--- config.mk ---
export PLATFORM = sky130hd
export DESIGN_NAME = rm_violation_reporter
export DESIGN_NICKNAME = d
export VERILOG_FILES = /design/src/rtl/rm_violation_reporter_pkg.sv /design/src/rtl/rm_violation_reporter_fifo.sv /design/src/rtl/rm_violation_reporter.sv
export SDC_FILE = /design/constraint.sdc
export NUM_CORES = 1
export LEC_CHECK = 0
export CAP_MARGIN = 20
export CORE_UTILIZATION = 35
export CTS_BUF_LIST = sky130_fd_sc_hd__clkbuf_8 sky130_fd_sc_hd__clkbuf_16
export DETAILED_ROUTE_END_ITERATION = 8
export GPL_TIMING_DRIVEN = 1
export HOLD_SLACK_MARGIN = 0.02
export PLACE_DENSITY = 0.62
export SLEW_MARGIN = 20
export SYNTH_ARGS = -nofsm -noshare
export SYNTH_HDL_FRONTEND = slang
export SYNTH_SLANG_ARGS = --single-unit
--- constraint.sdc ---
create_clock -name clk_i -period 7.9 [get_ports clk_i]
set_clock_uncertainty 0.15 [all_clocks]
set_input_delay 2.37 -clock clk_i [delete_from_list [all_inputs] [get_ports clk_i]]
set_output_delay 2.37 -clock clk_i [all_outputs]
set_load 0.02 [all_outputs]
--- src/rtl/rm_violation_reporter_pkg.sv ---
// Shared types and constants for the runtime-monitor violation reporting path.
// Lane/rule counts are shared with the monitor and event router.
package rm_violation_reporter_pkg;

   localparam int unsigned NUM_RM_LANES  = 4;
   localparam int unsigned NUM_RM_RULES  = 5;
   localparam int unsigned RM_FIFO_DEPTH = 4;
   localparam int unsigned VLEN          = 64;
   localparam int unsigned RM_LANE_W     = $clog2(NUM_RM_LANES);

   typedef struct packed {
      logic [RM_LANE_W-1:0]    lane;
      logic [NUM_RM_RULES-1:0] rules;
      logic [VLEN-1:0]         pc;
   } rm_report_t;

   // One-hot lane mask from a lane index
   function automatic logic [NUM_RM_LANES-1:0] lane_onehot(input logic [RM_LANE_W-1:0] lane);
      return NUM_RM_LANES'(1) << lane;
   endfunction

endpackage

--- src/rtl/rm_violation_reporter_fifo.sv ---
// Generic show-ahead FIFO with registered storage; head entry is always visible on data_o.
// Flush wins over push/pop; push into a full FIFO is accepted only alongside a pop.
module rm_report_fifo #(
   parameter type         entry_t = logic,
   parameter int unsigned DEPTH   = 4
) (
   input  logic                   clk_i,
   input  logic                   rst_ni,
   input  logic                   flush_i,
   input  logic                   push_i,
   input  entry_t                 data_i,
   input  logic                   pop_i,
   output entry_t                 data_o,
   output logic                   full_o,
   output logic                   empty_o,
   output logic [$clog2(DEPTH):0] count_o
);

   localparam int unsigned PTR_W = $clog2(DEPTH);

   entry_t           mem_q [DEPTH];
   entry_t           mem_d [DEPTH];
   logic [PTR_W-1:0] rd_q, rd_d, wr_q, wr_d;
   logic [PTR_W:0]   cnt_q, cnt_d;
   logic             do_push, do_pop;

   assign full_o  = (cnt_q == (PTR_W+1)'(DEPTH));
   assign empty_o = (cnt_q == '0);
   assign do_pop  = pop_i & ~empty_o;
   assign do_push = push_i & (~full_o | do_pop);
   assign data_o  = mem_q[rd_q];
   assign count_o = cnt_q;

   always_comb begin
      mem_d = mem_q;
      rd_d  = rd_q;
      wr_d  = wr_q;
      cnt_d = cnt_q;
      if (flush_i) begin
         rd_d  = '0;
         wr_d  = '0;
         cnt_d = '0;
      end else begin
         if (do_push) begin
            mem_d[wr_q] = data_i;
            wr_d        = wr_q + PTR_W'(1);
         end
         if (do_pop) begin
            rd_d = rd_q + PTR_W'(1);
         end
         cnt_d = cnt_q + (PTR_W+1)'(do_push) - (PTR_W+1)'(do_pop);
      end
   end

   always_ff @(posedge clk_i or negedge rst_ni) begin
      if (!rst_ni) begin
         for (int unsigned i = 0; i < DEPTH; i++) begin
            mem_q[i] <= '0;
         end
         rd_q  <= '0;
         wr_q  <= '0;
         cnt_q <= '0;
      end else begin
         mem_q <= mem_d;
         rd_q  <= rd_d;
         wr_q  <= wr_d;
         cnt_q <= cnt_d;
      end
   end

endmodule

--- src/rtl/rm_violation_reporter.sv ---
// Turns rising rule flags per monitor lane into violation reports, queues them and
// hands them to the core over valid/ready; pulses a per-lane release on each accepted report.
module rm_violation_reporter
   import rm_violation_reporter_pkg::*;
#(
   parameter int unsigned FIFO_DEPTH = RM_FIFO_DEPTH
) (
   input  logic                                 clk_i,
   input  logic                                 rst_ni,
   input  logic                                 flush_i,
   input  logic [NUM_RM_LANES*NUM_RM_RULES-1:0] monitor_i,
   input  logic [NUM_RM_LANES-1:0]              lane_reset_i,
   input  logic [NUM_RM_LANES*VLEN-1:0]         lane_pc_i,
   output logic                                 report_valid_o,
   input  logic                                 report_ready_i,
   output logic [RM_LANE_W-1:0]                 report_lane_o,
   output logic [NUM_RM_RULES-1:0]              report_rules_o,
   output logic [VLEN-1:0]                      report_pc_o,
   output logic [NUM_RM_LANES-1:0]              lane_release_o,
   output logic [$clog2(FIFO_DEPTH):0]          fifo_count_o,
   output logic [7:0]                           merge_cnt_o
);

   localparam int unsigned NL = NUM_RM_LANES;
   localparam int unsigned NR = NUM_RM_RULES;

   typedef logic [NL-1:0][NR-1:0] rule_vec_t;

   rule_vec_t               mon_in, new_hits;
   rule_vec_t               mon_q, mon_d, pend_q, pend_d;
   logic [NL-1:0][VLEN-1:0] lane_pc, pc_q, pc_d;
   logic [RM_LANE_W-1:0]    rr_q, rr_d, grant_lane;
   logic [NL-1:0]           eligible, release_q, release_d;
   logic [7:0]              merge_cnt_q, merge_cnt_d;
   logic [RM_LANE_W:0]      merge_hits;
   logic [8:0]              merge_sum;
   logic                    grant_found, push, pop, fifo_full, fifo_empty;
   rm_report_t              push_entry, head;

   assign mon_in   = monitor_i;
   assign lane_pc  = lane_pc_i;
   assign new_hits = mon_in & ~mon_q;

   // Round-robin grant over lanes with pending hits, skipping lanes being reset
   always_comb begin
      eligible    = '0;
      grant_found = 1'b0;
      grant_lane  = rr_q;
      for (int unsigned l = 0; l < NL; l++) begin
         eligible[l] = (|pend_q[l]) & ~lane_reset_i[l];
      end
      for (int unsigned i = 0; i < NL; i++) begin
         if (!grant_found && eligible[RM_LANE_W'((32'(rr_q) + i) % NL)]) begin
            grant_found = 1'b1;
            grant_lane  = RM_LANE_W'((32'(rr_q) + i) % NL);
         end
      end
   end

   assign pop  = report_valid_o & report_ready_i & ~flush_i;
   assign push = grant_found & (~fifo_full | pop) & ~flush_i;

   always_comb begin
      push_entry       = '0;
      push_entry.lane  = grant_lane;
      push_entry.rules = pend_q[grant_lane];
      push_entry.pc    = pc_q[grant_lane];
   end

   // Edge detect, pending accumulation, PC capture and merge accounting
   always_comb begin
      mon_d      = mon_in;
      pend_d     = pend_q;
      pc_d       = pc_q;
      rr_d       = rr_q;
      merge_hits = '0;
      release_d  = pop ? lane_onehot(head.lane) : '0;
      if (push) begin
         rr_d = RM_LANE_W'((32'(grant_lane) + 1) % NL);
      end
      for (int unsigned l = 0; l < NL; l++) begin
         if (flush_i || lane_reset_i[l]) begin
            mon_d[l]  = '0;
            pend_d[l] = '0;
         end else if (push && grant_lane == RM_LANE_W'(l)) begin
            // Hits landing on the cycle the lane drains start a fresh report
            pend_d[l] = new_hits[l];
            if (|new_hits[l]) begin
               pc_d[l] = lane_pc[l];
            end
         end else begin
            pend_d[l] = pend_q[l] | new_hits[l];
            if (|new_hits[l]) begin
               if (|pend_q[l]) begin
                  merge_hits = merge_hits + (RM_LANE_W+1)'(1);
               end else begin
                  pc_d[l] = lane_pc[l];
               end
            end
         end
      end
      merge_sum   = 9'(merge_cnt_q) + 9'(merge_hits);
      merge_cnt_d = merge_sum[8] ? 8'hFF : merge_sum[7:0];
   end

   always_ff @(posedge clk_i or negedge rst_ni) begin
      if (!rst_ni) begin
         mon_q       <= '0;
         pend_q      <= '0;
         pc_q        <= '0;
         rr_q        <= '0;
         merge_cnt_q <= '0;
         release_q   <= '0;
      end else begin
         mon_q       <= mon_d;
         pend_q      <= pend_d;
         pc_q        <= pc_d;
         rr_q        <= rr_d;
         merge_cnt_q <= merge_cnt_d;
         release_q   <= release_d;
      end
   end

   rm_report_fifo #(
      .entry_t (rm_report_t),
      .DEPTH   (FIFO_DEPTH)
   ) i_report_fifo (
      .clk_i   (clk_i),
      .rst_ni  (rst_ni),
      .flush_i (flush_i),
      .push_i  (push),
      .data_i  (push_entry),
      .pop_i   (pop),
      .data_o  (head),
      .full_o  (fifo_full),
      .empty_o (fifo_empty),
      .count_o (fifo_count_o)
   );

   assign report_valid_o = ~fifo_empty;
   assign report_lane_o  = head.lane;
   assign report_rules_o = head.rules;
   assign report_pc_o    = head.pc;
   assign lane_release_o = release_q;
   assign merge_cnt_o    = merge_cnt_q;

endmodule
==> flow_summary.json <==
{
  "outcome": "finished clean",
  "cts_resized": 0,
  "initial_core_util": 0.355,
  "async_reset_ff_frac": 1.00,
  "avgSynthCellArea_um2": 12.4,
  "crit_start": "lane_reset_i[0]",
  "critPathKind": "input pin to register",
  "grt_pass1_vias": 22900,
  "totalPowerFinal_mw": 14.6,
  "ys_ff_latch": 601,
  "dr.pass1.iters": 7,
  "dr_wl_met2_mm": 42.6,
  "drive_above_1_share": 0.239,
  "holdWs_ps": 320,
  "numCtsBuffers": 73,
  "grt_pass1_wl_mm": 137,
  "placed_cell_area_mm2": 0.0340,
  "syn_area_mm2": 0.0293,
  "holdCritPathClass": "register to register",
  "r2r_setup_slack_ps": 2230,
  "p_per_area_mw_per_mm2": 400,
  "ant_nets": 0,
  "synth-main-ff-cell": "dfrtp_1",
  "drt_iter0_drc": 1255,
  "reg2reg_to": "merge_cnt_o[5]$_DFF_PN0_",
  "clkTransAtPathRegs_ps": 50,
  "ios": 371,
  "endpoint_kind": "register",
  "cts_tree": "built",
  "grt_usage": 0.208,
  "reg2reg_depth": 23,
  "yosysUniqueCellTypes": 61,
  "tns_ps": 0,
  "drv_cap": 0,
  "post-route-period-util": 0.908,
  "cp-start-kind": "input pin",
  "relSlewSlack": 0.236,
  "postCtsSetupBuffers": 0,
  "rsz0062_at_grt": "no",
  "dieArea_mm2": 0.0847,
  "cts.sinks": 601,
  "synth-edff-count": 0,
  "avgRoutedWirePerCell_um": 23.2,
  "vdd_drop_max_v": 0.000226,
  "h-tree-depth": 3,
  "hpwlAfterDp_mm": 56.9,
  "rows": 105,
  "wl_met1_mm": 36.0,
  "antenna_found_initial": 9,
  "max_freq_ghz": 0.139,
  "syn_inst": 2353,
  "hp-start": "i_report_fifo.mem_q[133]$_DFFE_PN0P_",
  "slew_violations": 0,
  "vias_per_cell": 5.56,
  "min_period_ps": 7180,
  "globalplace.congestion": 0.792,
  "tightestPinTransition_ps": 1140,
  "synth_area_leaders": "dfrtp_1 (51%), mux2_2 (9.9%), o31ai_1 (7.1%)",
  "yosysTopAreaCellShare": 0.514,
  "clockRootBuffer": "clkbuf_16",
  "worstPathArrival_ps": 7500,
  "grt_start_max_net_pins": 163,
  "die_width_um": 291,
  "finalHoldViolCount": 0,
  "vias": 21000,
  "ys_warn_count": 0,
  "core-area_mm2": 0.0824,
  "syn_nets": 2655,
  "dr_wl_met3_mm": 5.88,
  "drc": 0,
  "finalNetCount": 2949,
  "wl_mm": 87.5,
  "chipHeight_um": 291,
  "top_layer": "met5",
  "crit_end": "merge_cnt_o[5]$_DFF_PN0_",
  "critPathRequiredTime_ps": 8220,
  "timing.rr.start": "pend_q[5]$_DFF_PN0_",
  "finalInstanceArea_mm2": 0.0365,
  "syn_to_final_growth_pct": 24.7,
  "post-route-util": 0.443,
  "clk_latency_ps": 600,
  "synth_area_leader_cell": "dfrtp_1",
  "cts.path.max_buffers": 3,
  "leakage_nw": 15.0,
  "globalRouteOverflowTotal": 0,
  "ys_seq_area_frac": 0.514,
  "cts_hold_buf": 0,
  "cp_max_fo": 6,
  "portBuffers": 370,
  "setup_viol": 0
}
[per-stage QoR]
stage,cells,setup slack [ps]
floorplan,2353,648
global placement,3641,285
detailed placement,3641,156
CTS,3767,782
global route,3772,305
finish,3772,723
[cells in the mapped netlist, types with 3 or more instances]
master / count
a2111oi_1: 4
clkbuf_1: 87
mux2_2: 258
a2111oi_2: 15
inv_1: 152
o21ai_0: 15
buf_1: 27
xnor2_1: 4
nor2_1: 20
xor2_1: 6
a21oi_1: 27
mux4_2: 71
dfrtp_1: 601
ha_1: 16
nor3_1: 4
buf_6: 9
and2_1: 20
buf_2: 62
nand4_1: 3
nor2b_1: 5
nand3_1: 15
a221oi_2: 69
nand2_1: 321
buf_4: 6
nand2b_1: 21
a31oi_1: 141
a21o_1: 4
a2111oi_4: 50
or2_2: 4
o31ai_1: 277
[worst min-delay path by stage]
stage / endpoint / cells after the start / slack [ps]
global route: i_report_fifo.mem_q[13]$_DFFE_PN0P_ / 2 / 340
finish: i_report_fifo.mem_q[133]$_DFFE_PN0P_ / 2 / 320
CTS: i_report_fifo.mem_q[59]$_DFFE_PN0P_ / 2 / 320
floorplan: i_report_fifo.mem_q[100]$_DFFE_PN0P_ / 2 / 290
global placement: i_report_fifo.mem_q[137]$_DFFE_PN0P_ / 2 / 300
detailed placement: i_report_fifo.mem_q[135]$_DFFE_PN0P_ / 2 / 310
[logic make-up after synthesis]
kind of cell               count (synthesis)  share of synthesized area
muxes                                    330                      0.154
AOI/OAI and AO/OA                        623                      0.208
buffers and inverters                    347                     0.0506
DFF                                      601                      0.514
adders and majority gates                 18                    0.00821
and+or+nand+nor                          423                     0.0611
xor gates and xnor gates                  11                    0.00381
[sequential cells by signal (all words and copies together), names as in the netlist]
| register | cells |
|---|---|
| i_report_fifo.count_o | 3 |
| i_report_fifo.mem_q | 284 |
| i_report_fifo.rd_q | 2 |
| i_report_fifo.wr_q | 2 |
| lane_release_o | 4 |
| merge_cnt_o | 8 |
| mon_q | 20 |
| pc_q | 256 |
| pend_q | 20 |
| rr_q | 2 |
[layer usage]
metal / global-route usage / vias up
met3: 0.0520 / 186
met1: 0.259 / 10800
met4: 0.0779 / 8
met5: 0 / -
met2: 0.347 / 664
li1: - / 9337
[power by group]
group          total [mW]  switching, mW  internal [mW]
clock network        3.46           1.34           2.12
logic                6.06           3.45           2.61
registers            5.08          0.793           4.28
[final cells by class]
| class | count | area [um2] |
|---|---|---|
| fill | 7367 | 45900 |
| tap | 1070 | 1340 |
| multi-input combinational | 1405 | 12900 |
| clock buffer | 84 | 1990 |
| antenna | 4 | 10.0 |
| sequential | 601 | 15000 |
| inverter | 153 | 582 |
| timing repair buffer | 413 | 4160 |
| clock inverter | 42 | 479 |
[layout by cell type (no fill, tap or decap), types with 16 or more instances in the layout]
cell	synthesis	final
a2111oi_4	50	50
o31ai_1	277	277
and2_1	20	20
a21oi_1	27	24
a31oi_1	141	141
nor2_1	20	20
dfrtp_1	601	599
inv_1	152	167
a221oi_2	69	69
ha_1	16	16
buf_4	6	33
clkdlybuf4s50_1	0	369
nand2_1	321	321
nand2b_1	21	20
clkbuf_16	0	74
mux4_2	71	71
mux2_2	258	258
[worst max-delay path, stage by stage]
cell and delay [ps]:
clkdlybuf4s50_1 540, a21oi_1 410, a22oi_1 250, o22a_4 290
nand2_1 70, ha_1 140, nor3b_1 240, a21bo_2 240
nor2_1 60, ha_1 290, inv_1 40, a311o_1 280
o31ai_2 100, ha_1 290, mux2_2 290, ha_1 290
mux2_2 270, ha_1 260, a21o_1 170, a21oi_1 280
nor2_1 100, xnor2_1 150, nand2_1 80
Power figures use the tool's default switching activity.
